--- src/rtl/vga_frame_reader_if.sv ---
// vga_frame_reader_if: frame-buffer read bus (master = reader, slave = buffer)
interface vga_frame_reader_if #(parameter int ADDR_W = 17);
  logic rd_en;
  logic rd_bank;
  logic [ADDR_W-1:0] rd_addr;
  logic [15:0] rd_data;
  modport master(output rd_en, rd_bank, rd_addr, input rd_data);
  modport slave(input rd_en, rd_bank, rd_addr, output rd_data);
endinterface

--- src/rtl/vga_frame_reader.sv ---
// vga_frame_reader: 2x-upscaled RGB565 frame-buffer reader with latency-matched syncs and vblank bank ping-pong
module vga_frame_reader #(
  parameter int IMG_W = 320,
  parameter int IMG_H = 240,
  parameter int SCALE_SHIFT = 1,
  parameter int V_ACTIVE = 480,
  parameter int ADDR_W = 17,
  parameter int RD_LAT = 2
)(
  input  logic clk,
  input  logic reset,
  input  logic h_sync_in,
  input  logic v_sync_in,
  input  logic de_in,
  input  logic [9:0] x_pixel,
  input  logic [9:0] y_pixel,
  input  logic wr_frame_done,
  output logic wr_bank,
  output logic wr_ready,
  vga_frame_reader_if.master fb,
  output logic h_sync,
  output logic v_sync,
  output logic DE,
  output logic [3:0] red,
  output logic [3:0] green,
  output logic [3:0] blue,
  output logic frame_start,
  output logic [7:0] drop_cnt
);
  localparam int L = RD_LAT + 2;
  typedef enum logic {SCAN, VBLANK} state_t;
  state_t state, state_n;
  logic pending, pending_n, rd_bank_n, frame_start_n, swap, drop, in_img, in_vis;
  logic [7:0] drop_cnt_n;
  logic [9:0] xs, ys;
  logic [RD_LAT-1:0] img_d;
  logic [L-1:0] hs_d, vs_d, de_d;
  logic unused;
  assign xs = x_pixel >> SCALE_SHIFT;
  assign ys = y_pixel >> SCALE_SHIFT;
  assign in_img = de_in && xs < 10'(IMG_W) && ys < 10'(IMG_H);
  assign in_vis = y_pixel < 10'(V_ACTIVE);
  assign wr_bank = ~fb.rd_bank;
  assign wr_ready = !pending;
  assign h_sync = hs_d[L-1];
  assign v_sync = vs_d[L-1];
  assign DE = de_d[L-1];
  assign unused = ^{fb.rd_data[11], fb.rd_data[6:5], fb.rd_data[0]};
  always_comb begin
    state_n = in_vis ? SCAN : VBLANK;
    swap = state == SCAN && !in_vis && (pending || wr_frame_done);
    drop = wr_frame_done && pending && !swap;
    pending_n = swap ? 1'b0 : pending | wr_frame_done;
    drop_cnt_n = drop && drop_cnt != 8'hFF ? drop_cnt + 8'd1 : drop_cnt;
    rd_bank_n = fb.rd_bank ^ swap;
    frame_start_n = state == VBLANK && in_vis;
  end
  always_ff @(posedge clk or posedge reset) begin
    if (reset) begin
      state <= SCAN;
      pending <= 1'b0;
      fb.rd_bank <= 1'b0;
      drop_cnt <= 8'd0;
      frame_start <= 1'b0;
      fb.rd_en <= 1'b0;
      fb.rd_addr <= '0;
      img_d <= '0;
      hs_d <= '1;
      vs_d <= '1;
      de_d <= '0;
      red <= 4'd0;
      green <= 4'd0;
      blue <= 4'd0;
    end else begin
      state <= state_n;
      pending <= pending_n;
      fb.rd_bank <= rd_bank_n;
      drop_cnt <= drop_cnt_n;
      frame_start <= frame_start_n;
      fb.rd_en <= in_img;
      if (in_img) fb.rd_addr <= ADDR_W'(32'(ys) * 32'(IMG_W) + 32'(xs));
      img_d <= RD_LAT'({img_d, fb.rd_en});
      hs_d <= L'({hs_d, h_sync_in});
      vs_d <= L'({vs_d, v_sync_in});
      de_d <= L'({de_d, de_in});
      red <= img_d[RD_LAT-1] ? fb.rd_data[15:12] : 4'd0;
      green <= img_d[RD_LAT-1] ? fb.rd_data[10:7] : 4'd0;
      blue <= img_d[RD_LAT-1] ? fb.rd_data[4:1] : 4'd0;
    end
  end
endmodule

--- src/flat_wrapper.sv ---
// flat-port wrapper written by rule: the top's interface ports become plain ports
module vga_frame_reader_flat 
#(
  parameter int IMG_W = 320,
  parameter int IMG_H = 240,
  parameter int SCALE_SHIFT = 1,
  parameter int V_ACTIVE = 480,
  parameter int ADDR_W = 17,
  parameter int RD_LAT = 2
)
  (clk, reset, h_sync_in, v_sync_in, de_in, x_pixel, y_pixel, wr_frame_done, wr_bank, wr_ready, h_sync, v_sync, DE, red, green, blue, frame_start, drop_cnt, fb_rd_en, fb_rd_bank, fb_rd_addr, fb_rd_data);
  vga_frame_reader_if #(.ADDR_W(ADDR_W)) fb_i ();
  input  logic clk;
  input  logic reset;
  input  logic h_sync_in;
  input  logic v_sync_in;
  input  logic de_in;
  input  logic [9:0] x_pixel;
  input  logic [9:0] y_pixel;
  input  logic wr_frame_done;
  output logic wr_bank;
  output logic wr_ready;
  output logic h_sync;
  output logic v_sync;
  output logic DE;
  output logic [3:0] red;
  output logic [3:0] green;
  output logic [3:0] blue;
  output logic frame_start;
  output logic [7:0] drop_cnt;
  output wire logic [$bits(fb_i.rd_en)-1:0] fb_rd_en;
  output wire logic [$bits(fb_i.rd_bank)-1:0] fb_rd_bank;
  output wire logic [$bits(fb_i.rd_addr)-1:0] fb_rd_addr;
  input wire logic [$bits(fb_i.rd_data)-1:0] fb_rd_data;
  assign fb_rd_en = fb_i.rd_en;
  assign fb_rd_bank = fb_i.rd_bank;
  assign fb_rd_addr = fb_i.rd_addr;
  assign fb_i.rd_data = fb_rd_data;
  vga_frame_reader #(.IMG_W(IMG_W), .IMG_H(IMG_H), .SCALE_SHIFT(SCALE_SHIFT), .V_ACTIVE(V_ACTIVE), .ADDR_W(ADDR_W), .RD_LAT(RD_LAT)) u_core (.clk(clk), .reset(reset), .h_sync_in(h_sync_in), .v_sync_in(v_sync_in), .de_in(de_in), .x_pixel(x_pixel), .y_pixel(y_pixel), .wr_frame_done(wr_frame_done), .wr_bank(wr_bank), .wr_ready(wr_ready), .fb(fb_i), .h_sync(h_sync), .v_sync(v_sync), .DE(DE), .red(red), .green(green), .blue(blue), .frame_start(frame_start), .drop_cnt(drop_cnt));
endmodule
--- config.mk ---
export PLATFORM = sky130hd
export DESIGN_NAME = vga_frame_reader_flat
export DESIGN_NICKNAME = d
export VERILOG_FILES = /design/src/rtl/vga_frame_reader_if.sv /design/src/rtl/vga_frame_reader.sv /design/src/flat_wrapper.sv
export SDC_FILE = /design/constraint.sdc
export NUM_CORES = 1
export LEC_CHECK = 0
export BUFFER_PORTS_ARGS = -buffer_cell sky130_fd_sc_hd__buf_2
export CELL_PAD_IN_SITES_DETAIL_PLACEMENT = 1
export CELL_PAD_IN_SITES_GLOBAL_PLACEMENT = 1
export CORE_UTILIZATION = 41
export DETAILED_ROUTE_END_ITERATION = 10
export GPL_ROUTABILITY_DRIVEN = 0
export GPL_TIMING_DRIVEN = 0
export PLACE_DENSITY = 0.82
export SYNTH_ARGS = -nofsm -noshare
export SYNTH_HDL_FRONTEND = slang
export SYNTH_SLANG_ARGS = --single-unit
--- constraint.sdc ---
create_clock -name clk -period 4.1 [get_ports clk]
set_clock_uncertainty 0.1 [all_clocks]
set_input_delay 1.23 -clock clk [delete_from_list [all_inputs] [get_ports clk]]
set_output_delay 1.23 -clock clk [all_outputs]
set_load 0.02 [all_outputs]
# [After elaboration in Yosys (flattened, before gate mapping)]
# Cells that the tools add are included.
[op_classes] addsub=2 n_mul=1 order_cmp=3 n_eq_ne=1 n_mux=5 bitwise=4 reduce_logical=12
[op_table] operator="17-bit by 9-bit adder with 17-bit output" n=1
[op_table] operator="4-bit 2-to-1 mux" n=3
[op_table] operator="9-bit by 3-bit multiplier with 11-bit output, second input constant" n=1
[op_table] operator="10-bit by 9-bit < comparator with 1-bit output, second input constant" n=1
[op_table] operator="9-bit by 8-bit < comparator with 1-bit output, second input constant" n=1
[op_table] operator="9-bit < comparator, second input constant" n=1
[op_table] operator="8-bit by 1-bit adder with 8-bit output, second input constant" n=1
[op_table] operator="1-bit logical AND" n=8
[op_table] operator="8-bit inequality test, second input constant" n=1
[op_table] operator="1-bit zero test" n=3
[op_table] operator="1-bit 2-to-1 mux" n=2
[op_table] operator="1-bit inverter" n=2
[op_table] operator="1-bit logical OR" n=1
[op_table] operator="1-bit bitwise OR" n=1
[op_table] operator="1-bit bitwise XOR" n=1
[word_totals] ff_bits=56 input_bits=42 output_inout_bits=45 wordCells=42

# [Logic depth before layout (Yosys ltp)]
[logic_depth] ltp_word=7 mapped_depth=9 depth_no_buf=9

# [Worst setup path after synthesis]
# Ideal clock, no wire load.
[synth_path] path_kind="input to register" from="input port y_pixel[2]" to="register u_core.fb.rd_addr[16]" setup_time_ns=0.078 arrival_ns=3.210 required_ns=3.922 slack_ns=0.712 cell_stages=9 n_path_buf=0 path_cell_list="ha_1 > ha_1 > fa_1 > a211oi_1 > nor2_1 > xor2_1 > nand4_1 > xor2_1 > o21ai_1"
[synth_between] elab_chain_len=2 elab_cells_between_ends=4 cone_classes="1 x add/sub; 1 x mul; 1 x order compare; 1 x reduce/logical"
[synth_lines] element="start: declaration" line="flat_wrapper.sv:19" text="input logic [9:0] y_pixel;"
[synth_lines] element="9-bit by 3-bit multiplier with 11-bit output / 9-bit by 8-bit < comparator with 1-bit output (equally long branches)" line="vga_frame_reader.sv:81, vga_frame_reader.sv:41"
[synth_lines] element="17-bit by 9-bit adder with 17-bit output / 1-bit logical AND (equally long branches)" line="vga_frame_reader.sv:81, vga_frame_reader.sv:41"
[synth_lines] element="end signal: assignment" line="vga_frame_reader.sv:81" text="if (in_img) fb.rd_addr <= ADDR_W'(32'(ys) * 32'(IMG_W) + 32'(xs));"
[synth_lines] element="end: declaration" line="vga_frame_reader_if.sv:7" text="modport master(output rd_en, rd_bank, rd_addr, input rd_data);"
# Several ways; a longest one is shown, not always the timed one.
# A chain may end at the register's enable or synchronous reset.

# [Worst setup path after layout]
# Same ends and word-level chain as after synthesis.

==> impl_results.md <==
- Status: completed
- Worst-path maximum fanout: 4
- Critical path's largest stage delay: 440 ps
- WL/cell: 14.6 µm
- Top achievable clock speed: 284 MHz
- Max Cap Viol: 0
- Crit path required time: 4220 ps
- Flop pwr share: 46.5%
- H-Tree Depth: 2
- Total chip power: 1.51 mW
- Yosys top cell by area: dfrtp_1
- Largest net degree at the start of global routing: 38
- Grt total ovfl: 0
- Share of the synthesized area in the top cell type: 47.0%
- Clock Sinks: 56
- Most common cell in the netlist: dfrtp_1
- I/O pins: 87
- Termination of the worst setup path: u_core.fb.rd_addr[16]$_DFFE_PP0P_
- Setup repair after global routing missed its margin: false
- Critical Path End Type: flip-flop
- Cells along the critical path: buf_2, ha_1, ha_1, fa_1, a211oi_1, nor2_1, xor2_1, nand4_1, xor2_1, o21ai_1
- Pleak: 1.65 nW
- Primary FF master, synth: dfrtp_1
- Detailed Route Iter0 Violations: 60
- Tmin final: 3520 ps
- Setup ws final: 584 ps
- Mean Syn Cell Area: 11.5 µm²
- Post-synthesis cell count: 222
- Post-place setup slack: 264 ps
- Multiplexer share of the synthesized area: 0.881%
- Reg2reg setup slack: 2020 ps
- Number of vias per cell: 5.01
- Fin nets: 372
- Reg2reg path depth: 6
- Initial Utilization: 42.9%
- Synth cell count leaders: dfrtp_1 (48), nand2_1 (34), ha_1 (18)
- Area grow syn2layout: 24.3%
- Number of buffers added on ports: 80
- Post-CTS sizing: 0
- Worst vdd ir: 0.264 mV
- Post-Synth XOR/XNOR Area: 6.51%
- All-Layer GR Usage: 19.0%
- Highest-delay cell along the critical path: a211oi_1
- CTS max path bufs: 2
- # rows: 28
- Inserted Clock Buffers: 5
- Tcrit/Tclk final: 85.8%
- Worst r2r src: u_core.drop_cnt[0]$_DFFE_PP0P_
- Layout cells sized above 1: 35.4%
- CP arrival: 3640 ps
- Clock share of power: 23.0%
- Count of different cell masters after synthesis: 43
- Setup TNS: 0 ps
- CTS tree: built
- Via count: 1934
- Logic gate share of total power: 30.5%
- Die H: 81.0 µm
- P per Cell Area: 475 mW/mm²
- Clock transition at path regs: 90 ps
- Detailed Route WL: 5650 µm
- Post-Synth Adder-Cell Area: 10.4%
- Post-DRT Antenna Nets: 0
- Post-CTS Setup Inserts: 0
- Die Area: 0.00656 mm²
- Post-synthesis simple-gate area fraction: 16.1%
- Post-CTS Hold Buffers: 0
- Register bit total from synthesis: 56
- First-pass DRT Iterations: 4
- Number of synthesized flops with an enable pin: 0
- Post-synth ARST share: 100%
- CTS root buf: clkbuf_8
- Terminus of the critical flop-to-flop path: u_core.drop_cnt[7]$_DFFE_PP0P_
- Antenna violations before repair: 0
- Post-DP HPWL: 4680 µm
- Slew margin rel.: 69.4%
- Sequential area share after synthesis: 55.2%
- Yosys warns: 0
- Hold Path Class: flip-flop to flip-flop
- Sw Share: 34.0%
- Antenna cells: 0
- NetSw: 0.513 mW
- Largest family of logic cells by synthesized area: simple AND/OR/NAND/NOR gates
- Int Power: 0.997 mW
- Number of global-route vias before repair: 1981
- Compound-Gate Fraction of Synth Area: 8.90%
- Total nets after synthesis: 284
- Post-route DRC violation count: 0
- Core Area: 0.00596 mm²
- Crit start category: input port
- Netlist Area Pre-Place: 0.00256 mm²
- Top area cells in the synthesized netlist: dfrtp_1 (47%), ha_1 (8.8%), dfstp_2 (8.2%)
- Worst-Skew Late Latency: 300 ps
- Worst Tran Pin Value: 458 ps
- Chip width: 81.0 µm
- Slew Limit Fails: 0
- Hold Vio Cnt, Final: 0
- Startpoint of the worst hold path: u_core.de_d[1]$_DFF_PP0_
- Kind of critical path: input port to flip-flop
- Number of fillers in the final layout: 675
- Setup crit start: y_pixel[2]
- Endpoints failing setup: 0
- Global-route wire length before repair: 9550 µm
==> cells by family after synthesis <==
group | Yosys count
simple gates | 82
flops | 56
compound gates | 29
fa+ha+maj | 20
xor+xnor | 19
buf+inv | 14
mux | 2
==> metal layers <==
| layer | GRT usage, % | vias to the layer above | share of wire (%) |
|---|---|---|---|
| li1 | - | 926 | - |
| met1 | 23.5 | 950 | 42 |
| met2 | 34.9 | 53 | 53 |
| met3 | 2.13 | 5 | 3.8 |
| met4 | 5.36 | 0 | 0.97 |
| met5 | 0 | - | 0 |
==> flip-flops by register name, summed over array words and instances, names as in the netlist, 2 cells and up <==
signal             cells
u_core.hs_d            4
u_core.red             4
u_core.drop_cnt        8
u_core.vs_d            4
u_core.de_d            4
u_core.blue            4
u_core.fb.rd_addr     17
u_core.green           4
u_core.img_d           2
==> worst max-delay path: cells and delay by family <==
family          cells  cell delay, ps
simple gates        2             300
fa+ha+maj           3             940
xor+xnor            2             500
compound gates      2             550
buf+inv             1             120
==> cells in the final DEF (no fill, tap or decap), types with 3 or more instances in the layout <==
| cell | Yosys | layout |
|---|---|---|
| clkbuf_8 | 0 | 5 |
| o21ai_1 | 4 | 4 |
| and2_1 | 14 | 14 |
| xor2_1 | 9 | 9 |
| ha_1 | 18 | 18 |
| nand3_1 | 4 | 4 |
| nor2_1 | 13 | 13 |
| o21ai_0 | 9 | 9 |
| nand4_1 | 3 | 3 |
| dfrtp_1 | 48 | 48 |
| buf_2 | 0 | 80 |
| dfstp_2 | 8 | 8 |
| nand2_1 | 34 | 34 |
| clkbuf_1 | 3 | 4 |
| inv_1 | 10 | 9 |
| xnor2_1 | 10 | 10 |
==> how the worst min path moves through the flow <==
| stage | to | slack [ps] | depth (start not counted) |
|---|---|---|---|
| after CTS | u_core.de_d[2]$_DFF_PP0_ | 260 | 0 |
| after global placement | u_core.de_d[2]$_DFF_PP0_ | 230 | 0 |
| after global routing | u_core.vs_d[1]$_DFF_PP1_ | 260 | 0 |
| after floorplan | u_core.de_d[1]$_DFF_PP0_ | 230 | 0 |
| after detailed placement | u_core.de_d[2]$_DFF_PP0_ | 240 | 0 |
| final | u_core.de_d[2]$_DFF_PP0_ | 250 | 0 |
==> power groups by stage <==
stage	Clock, mW	Combinational [mW]	Sequential, mW
6_report	0.348	0.460	0.702
5_1_grt	0.379	0.513	0.716
4_1_cts	0.359	0.470	0.704
3_5_place_dp	0	0.468	0.714
3_3_place_gp	0	0.446	0.707
2_1_floorplan	0	0.202	0.804
==> cell type report <==
| class | count | area, µm² | area share [%] |
|---|---|---|---|
| Clock inverter | 2 | 35.0 | 1.10 |
| Timing Repair Buffer | 81 | 420 | 13.2 |
| Inverter | 11 | 41.3 | 1.30 |
| Tap cell | 75 | 93.8 | 2.95 |
| Clock buffer | 6 | 72.6 | 2.28 |
| Sequential cell | 56 | 1410 | 44.4 |
| Multi-Input combinational cell | 152 | 1090 | 34.4 |
| Buffer | 3 | 11.3 | 0.354 |
==> through the flow <==
step	instance area, µm²	hold slack, ps	instances	utilization, %
floorplan	2560	231	222	-
global placement	3050	233	377	51.2
detailed placement	3070	240	378	51.6
CTS	3180	258	386	53.4
global route	3180	263	386	53.4
finish	3180	251	386	53.4
Power figures use the tool's default switching activity.
